### src/rtl/mem_access_stage.sv
// mem_access_stage: EX->MEM->WB pipeline stage.
// Registers EX results, runs a multi-cycle data-memory access with a ready
// handshake and a watchdog, stalls upstream while busy, and presents a
// registered write-back bundle to the register file.
module mem_access_stage #(
  parameter int unsigned DATA_W   = 16,
  parameter int unsigned REG_AW   = 4,
  parameter int unsigned MAX_WAIT = 15
) (
  input  logic              clk,
  input  logic              rst,
  input  logic              ex_valid,
  input  logic [DATA_W-1:0] ex_alu_out,
  input  logic [DATA_W-1:0] ex_store_data,
  input  logic              ex_mem_read,
  input  logic              ex_mem_write,
  input  logic [REG_AW-1:0] ex_dst_reg,
  input  logic              ex_reg_write,
  input  logic              ex_hlt,
  output logic              mem_stall,
  output logic              dmem_en,
  output logic              dmem_wr,
  output logic [DATA_W-1:0] dmem_addr,
  output logic [DATA_W-1:0] dmem_wdata,
  input  logic [DATA_W-1:0] dmem_rdata,
  input  logic              dmem_ready,
  output logic              wb_valid,
  output logic [DATA_W-1:0] wb_data,
  output logic [REG_AW-1:0] wb_dst_reg,
  output logic              wb_reg_write,
  output logic              wb_hlt,
  output logic              mem_err
);

  localparam int unsigned CNT_W = 8;

  typedef enum logic [1:0] {
    S_IDLE = 2'd0,
    S_REQ  = 2'd1,
    S_WAIT = 2'd2,
    S_DONE = 2'd3
  } state_t;

  state_t            state;
  logic [CNT_W-1:0]  cnt;
  logic [CNT_W-1:0]  cnt_next;
  logic [REG_AW-1:0] lat_dst;
  logic              lat_reg_write;
  logic              lat_hlt;
  logic              mem_op;
  logic              finish;
  logic              abort;

  assign mem_op = ex_valid & (ex_mem_read | ex_mem_write);

  // Access completion and watchdog decode for the current cycle
  always_comb begin
    cnt_next = cnt + CNT_W'(1);
    finish   = 1'b0;
    abort    = 1'b0;
    case (state)
      S_REQ:   finish = dmem_ready;
      S_WAIT: begin
        abort  = !dmem_ready && (cnt_next == CNT_W'(MAX_WAIT));
        finish = dmem_ready || abort;
      end
      default: begin
        finish = 1'b0;
        abort  = 1'b0;
      end
    endcase
  end

  // Upstream hold: combinational so EX freezes in the same cycle a mem op is seen
  assign mem_stall = !rst && (((state == S_IDLE) && mem_op) ||
                              (state == S_REQ) || (state == S_WAIT));

  // Stage FSM with registered memory-request and write-back outputs
  always_ff @(posedge clk or posedge rst) begin
    if (rst) begin
      state         <= S_IDLE;
      cnt           <= '0;
      lat_dst       <= '0;
      lat_reg_write <= 1'b0;
      lat_hlt       <= 1'b0;
      dmem_en       <= 1'b0;
      dmem_wr       <= 1'b0;
      dmem_addr     <= '0;
      dmem_wdata    <= '0;
      wb_valid      <= 1'b0;
      wb_data       <= '0;
      wb_dst_reg    <= '0;
      wb_reg_write  <= 1'b0;
      wb_hlt        <= 1'b0;
      mem_err       <= 1'b0;
    end else begin
      dmem_en <= 1'b0;
      mem_err <= 1'b0;
      case (state)
        S_IDLE: begin
          if (mem_op) begin
            state         <= S_REQ;
            dmem_en       <= 1'b1;
            dmem_wr       <= ex_mem_write;
            dmem_addr     <= ex_alu_out;
            dmem_wdata    <= ex_store_data;
            lat_dst       <= ex_dst_reg;
            lat_reg_write <= ex_reg_write;
            lat_hlt       <= ex_hlt;
            wb_valid      <= 1'b0;
            wb_reg_write  <= 1'b0;
          end else begin
            wb_valid     <= ex_valid;
            wb_data      <= ex_alu_out;
            wb_dst_reg   <= ex_dst_reg;
            wb_reg_write <= ex_valid & ex_reg_write;
            wb_hlt       <= wb_hlt | (ex_valid & ex_hlt);
          end
        end
        S_REQ, S_WAIT: begin
          if (finish) begin
            state      <= S_DONE;
            cnt        <= '0;
            wb_valid   <= 1'b1;
            wb_dst_reg <= lat_dst;
            wb_hlt     <= wb_hlt | lat_hlt;
            mem_err    <= abort;
            // Stores and aborted accesses never write the register file
            if (abort || dmem_wr) begin
              wb_reg_write <= 1'b0;
              wb_data      <= dmem_addr;
            end else begin
              wb_reg_write <= lat_reg_write;
              wb_data      <= dmem_rdata;
            end
          end else if (state == S_REQ) begin
            state <= S_WAIT;
            cnt   <= '0;
          end else begin
            cnt <= cnt_next;
          end
        end
        S_DONE: begin
          state        <= S_IDLE;
          wb_valid     <= 1'b0;
          wb_reg_write <= 1'b0;
          dmem_wr      <= 1'b0;
          dmem_addr    <= '0;
          dmem_wdata   <= '0;
        end
        default: state <= S_IDLE;
      endcase
    end
  end

endmodule
### config.mk
export PLATFORM = sky130hd
export DESIGN_NAME = mem_access_stage
export DESIGN_NICKNAME = d
export VERILOG_FILES = /design/src/rtl/mem_access_stage.sv
export SDC_FILE = /design/constraint.sdc
export NUM_CORES = 1
export LEC_CHECK = 0
export ABC_AREA = 1
export BUFFER_PORTS_ARGS = -buffer_cell sky130_fd_sc_hd__buf_2
export CELL_PAD_IN_SITES_DETAIL_PLACEMENT = 1
export CELL_PAD_IN_SITES_GLOBAL_PLACEMENT = 2
export CORE_ASPECT_RATIO = 1.75
export CORE_MARGIN = 10
export CORE_UTILIZATION = 31
export DETAILED_ROUTE_END_ITERATION = 12
export GPL_TIMING_DRIVEN = 0
export PLACE_DENSITY_LB_ADDON = 0.1
export SETUP_SLACK_MARGIN = 0.02
export SLEW_MARGIN = 25
export SYNTH_ARGS = -nofsm -noshare
export SYNTH_HDL_FRONTEND = slang
export SYNTH_SLANG_ARGS = --single-unit
### constraint.sdc
create_clock -name clk -period 5.2 [get_ports clk]
set_input_delay 1.04 -clock clk [delete_from_list [all_inputs] [get_ports clk]]
set_output_delay 1.04 -clock clk [all_outputs]
set_load 0.02 [all_outputs]
# --- Yosys cells after proc, flatten, opt, wreduce, memory -nomap -nowiden ---
# Index checks and enable logic that the tools add are counted.
classes:
  eq_ne: 8
  n_mux: 35
  n_bitwise: 6
  n_addsub: 1
  n_reduce_logical: 17
op_table:
  columns: ["cell", "count"]
  rows:
  - ["one-hot mux 16 bit (2 select lines)", 3]
  - ["two-way mux 16 bit", 5]
  - ["two-way mux 8 bit", 2]
  - ["two-way mux 1 bit", 13]
  - ["adder 8 x 1 -> 8 bit (second input constant)", 1]
  - ["equality test 8 x 4 -> 1 bit (second input constant)", 1]
  - ["two-way mux 4 bit", 2]
  - ["one-hot mux 4 bit (2 select lines)", 1]
  - ["two-way mux 2 bit", 3]
  - ["!= test 2 bit (second input constant)", 3]
  - ["one-hot mux 1 bit (2 select lines)", 3]
  - ["one-hot mux 1 bit (3 select lines)", 2]
  - ["one-hot mux 2 bit (3 select lines)", 1]
  - ["AND reduction 2 bit", 3]
  - ["equality test 2 bit (second input constant)", 2]
  - ["logical OR 1 bit", 4]
  - ["nonzero test 2 bit", 2]
  - ["bitwise AND 1 bit", 3]
  - ["logical AND 1 bit", 3]
  - ["!= test 3 bit (second input constant)", 1]
  - ["bitwise OR 1 bit", 3]
  - ["AND reduction 3 bit", 1]
  - ["equality test 2 x 1 -> 1 bit (second input constant)", 1]
  - ["zero test 1 bit", 2]
  - ["other kinds (2)", 2]
word_totals:
  wordCells: 82
  out_inout_bits: 59
  regBits: 74
  input_bits: 60

# --- Depth between registers and ports, before layout ---
depth:
  word_depth: 8
  ltp_mapped: 14
  ltp_nobuf: 14

# --- Worst setup path after synthesis ---
# OpenSTA, ideal clock, no wires.
synth_path:
  path_kind: "in2out"
  startpoint: "in ex_mem_write"
  endpoint: "out mem_stall"
  slack_ps: 2238
  n_path_buf: 1
  arrival_ps: 1922
  cell_stages: 5
  t_required_ps: 4160
  path_cell_list: "o21ai_1 -> nor2_1 -> inv_2 -> clkbuf_1 -> a31oi_1"
synth_via:
  elab_chain_len: 6
synth_rtl:
  columns: ["element", "line", "rtl"]
  rows:
  - ["start: declaration", "16", "input logic ex_mem_write,"]
  - ["bitwise OR 1 bit", "54", "assign mem_op = ex_valid & (ex_mem_read | ex_mem_write);"]
  - ["bitwise AND 1 bit", "54", null]
  - ["logical AND 1 bit", "75", "assign mem_stall = !rst && (((state == S_IDLE) && mem_op) ||"]
  - ["logical OR 1 bit", "75", null]
  - ["logical OR 1 bit", "76", "(state == S_REQ) || (state == S_WAIT));"]
  - ["logical AND 1 bit", "75", null]
  - ["end: declaration", "20", "output logic mem_stall,"]
# No other way between the ends.

# --- Worst setup path in the final report ---
# Ends and elaborated chain as after synthesis.

==> results.sh <==
export IMPL_outcome="completed"
export IMPL_critPathMostFrequentCell="buf_2"
export IMPL_syn_inst=471
export IMPL_antenna_found_initial=0
export IMPL_placed_area_um2=4603
export IMPL_drv_slew=0
export IMPL_post_cts_resized=0
export IMPL_hp_class="reg -> reg"
export IMPL_final_nets=668
export IMPL_cap_viol_max_count=0
export IMPL_timing_hold_ws_ns=0.4750
export IMPL_hold_violations=0
export IMPL_grt_pass1_wl_um=21650
export IMPL_syn2layout_area_growth_pct=30.52
export IMPL_cp_start_kind="primary input"
export IMPL_synth_area_um2=3784
export IMPL_grt_pass1_vias=4127
export IMPL_cp_max_fo=10
export IMPL_hpwl_um=10110
export IMPL_drt_iter0_markers=97
export IMPL_diodes=0
export IMPL_rsz0062_at_grt="false"
export IMPL_final_min_clock_period_ns=3.358
export IMPL_power_leakage_nw=2.576
export IMPL_power_switching_w=0.001553
export IMPL_crit_buf_inv=4
export IMPL_p_int_w=0.001795
export IMPL_finClkSkew_ns=0.006123
export IMPL_synthTopCellsByArea="dfrtp_1 (49%), inv_1 (8.6%), nand3_1 (7.4%)"
export IMPL_swShare=0.4640
export IMPL_finish_utilization=0.4114
export IMPL_comb_power_share=0.517
export IMPL_wire_per_inst_um=17.09
export IMPL_cp_arrival_ns=2.32
export IMPL_cts_max_level=3
export IMPL_nFillCells=1524
export IMPL_reg_top3="dmem_addr x16, dmem_wdata x16, wb_data x16"
export IMPL_p_per_area_nw_per_um2=677.9
export IMPL_cts_setup_buffers=0
export IMPL_syn_avg_cell_area_um2=8.033
export IMPL_max_freq_ghz=0.2978
export IMPL_yosysTopAreaCellShare=0.4894
export IMPL_pwr_share_clk=0.214
export IMPL_setup_tns_ns=0
export IMPL_endpoint_kind="primary output"
export IMPL_start_util=0.3152
export IMPL_insertion_delay_ns=0.34
export IMPL_globalRouteOverflowTotal=0
export IMPL_yosys_warnings=0
export IMPL_clock_root_buffer="clkbuf_16"
export IMPL_synth_seq_area_share=0.4894
export IMPL_synth_nets=538
export IMPL_seq_power_share=0.269
export IMPL_min_period_over_period=0.6458
export IMPL_final_common_cell="buf_2"
export IMPL_worst_slew_pin_slew_ns=0.6145
export IMPL_mostFrequentLayoutCells="buf_2 (124), inv_1 (86), dfrtp_1 (74)"
export IMPL_pin_count=119
export IMPL_clockBufferDepth=2
export IMPL_drive_gt1_frac=0.2789
export IMPL_numPortBuffers=118
export IMPL_slew_headroom=0.5903
export IMPL_synth_area_leader_cell="dfrtp_1"
export IMPL_ir_drop_mv=0.2714
export IMPL_dr_pass1_iters=4
export IMPL_cts_num_sinks=74
export IMPL_post_drt_via_cell_ratio=4.717
export IMPL_die_area_um2=17200
export IMPL_grt_max_degree=39
export IMPL_path_class="in -> out"
export IMPL_grt_use_total=0.1546
export IMPL_clk_pin_slew_ns=0.06
export IMPL_vias=3637
export IMPL_die_h_um=166.2
export IMPL_core_area_um2=12000
export IMPL_fp_dieW_um=103.5
export IMPL_drc=0
export IMPL_critPathTopFamily="buffers and inverters"
export IMPL_ys_seq_elements=74
export IMPL_ys_types=30
export IMPL_num_rows=53
export IMPL_finalPower_w=0.003348
export IMPL_crit_path_cell_trace="buf_2 -> o21ai_1 -> nor2_1 -> inv_2 -> clkbuf_1 -> a31oi_1 -> buf_2"
export IMPL_tritoncts="yes"
export IMPL_setup_viol=0
export IMPL_routed_wl_um=13170
export IMPL_design_area_um2=4938
export IMPL_cts_hold_buf=0
export IMPL_cts_buffers=9
export IMPL_cpPeakStageDelay_ns=0.36
export IMPL_slowest_stage="clkbuf_1"
export IMPL_gp_congestion=0.7805
export IMPL_ant_nets=0
export IMPL_cp_required_ns=4.16
[layer usage]
metal | GRT usage | share of wire | vias to the layer above
li1 | - | - | 1767
met1 | 0.1711 | 0.41 | 1777
met2 | 0.2766 | 0.53 | 76
met3 | 0.04468 | 0.050 | 17
met4 | 0.04624 | 0.015 | 0
met5 | 0 | 0 | -
[area by class of cell]
type                    instances  area (µm²)  area share
plain buffers                  23       127.6     0.02584
clock buffers                  11       232.7     0.04712
clock inverters                 5       102.6     0.02078
inverters                      91       344.1     0.06967
multi-input cells             283        1463      0.2962
flip-flops and latches         74        1852      0.3750
well taps                     165       206.4     0.04180
repair buffers                119       610.6      0.1236
[cells in the mapped netlist]
cell / n
inv_1: 87
dfrtp_1: 74
nand2_1: 69
nand3_1: 56
nor2_1: 40
o21ai_0: 34
a21oi_1: 25
o22ai_1: 18
clkbuf_1: 13
a21oi_2: 7
ha_1: 7
buf_2: 6
nand3_2: 4
nand4_1: 4
buf_6: 3
inv_2: 3
nand2_2: 3
nor2_2: 3
o21ai_1: 3
a31oi_1: 2
a31oi_2: 1
buf_8: 1
clkinv_1: 1
mux2i_1: 1
nand2_4: 1
nand3_4: 1
nor2_4: 1
o211ai_1: 1
o21ai_2: 1
o21bai_1: 1
[through the flow]
step	setup WS [ns]	std cells
3_5_place_dp	1.848	755
6_report	1.842	771
3_3_place_gp	1.048	754
5_1_grt	1.738	771
2_1_floorplan	2.238	471
4_1_cts	1.834	771
[power groups by stage]
stage | registers (W) | logic (W) | clock network (W)
2_1_floorplan | 0.00107 | 0.00101 | 0
3_3_place_gp | 0.000905 | 0.00173 | 0
3_5_place_dp | 0.000910 | 0.00177 | 0
4_1_cts | 0.000904 | 0.00177 | 0.000735
5_1_grt | 0.000929 | 0.00195 | 0.000758
6_report | 0.000902 | 0.00173 | 0.000717
[cell families after synthesis]
logic type / after synthesis / share of synthesized area
flops: 74 / 0.4894
mux: 1 / 0.002646
fa+ha+maj: 7 / 0.02315
compound gates: 93 / 0.1409
simple gates: 182 / 0.2199
buf+inv: 114 / 0.1240
[worst paths after layout]
| path | startpoint | end | slack, ns | cells past startpoint |
|---|---|---|---|---|
| max | ex_mem_write | mem_stall | 1.84 | 7 |
| min | wb_hlt | wb_hlt | 0.48 | 1 |
| max reg2reg | state[0] | dmem_addr[0] | 2.91 | 8 |
| min reg2reg | wb_hlt | wb_hlt | 0.48 | 1 |
| max in group asynchronous | rst | state[1] | 3.86 | 3 |
| min in group asynchronous | rst | wb_valid | 0.75 | 2 |
Note: power is estimated with default switching activity, not from simulation.
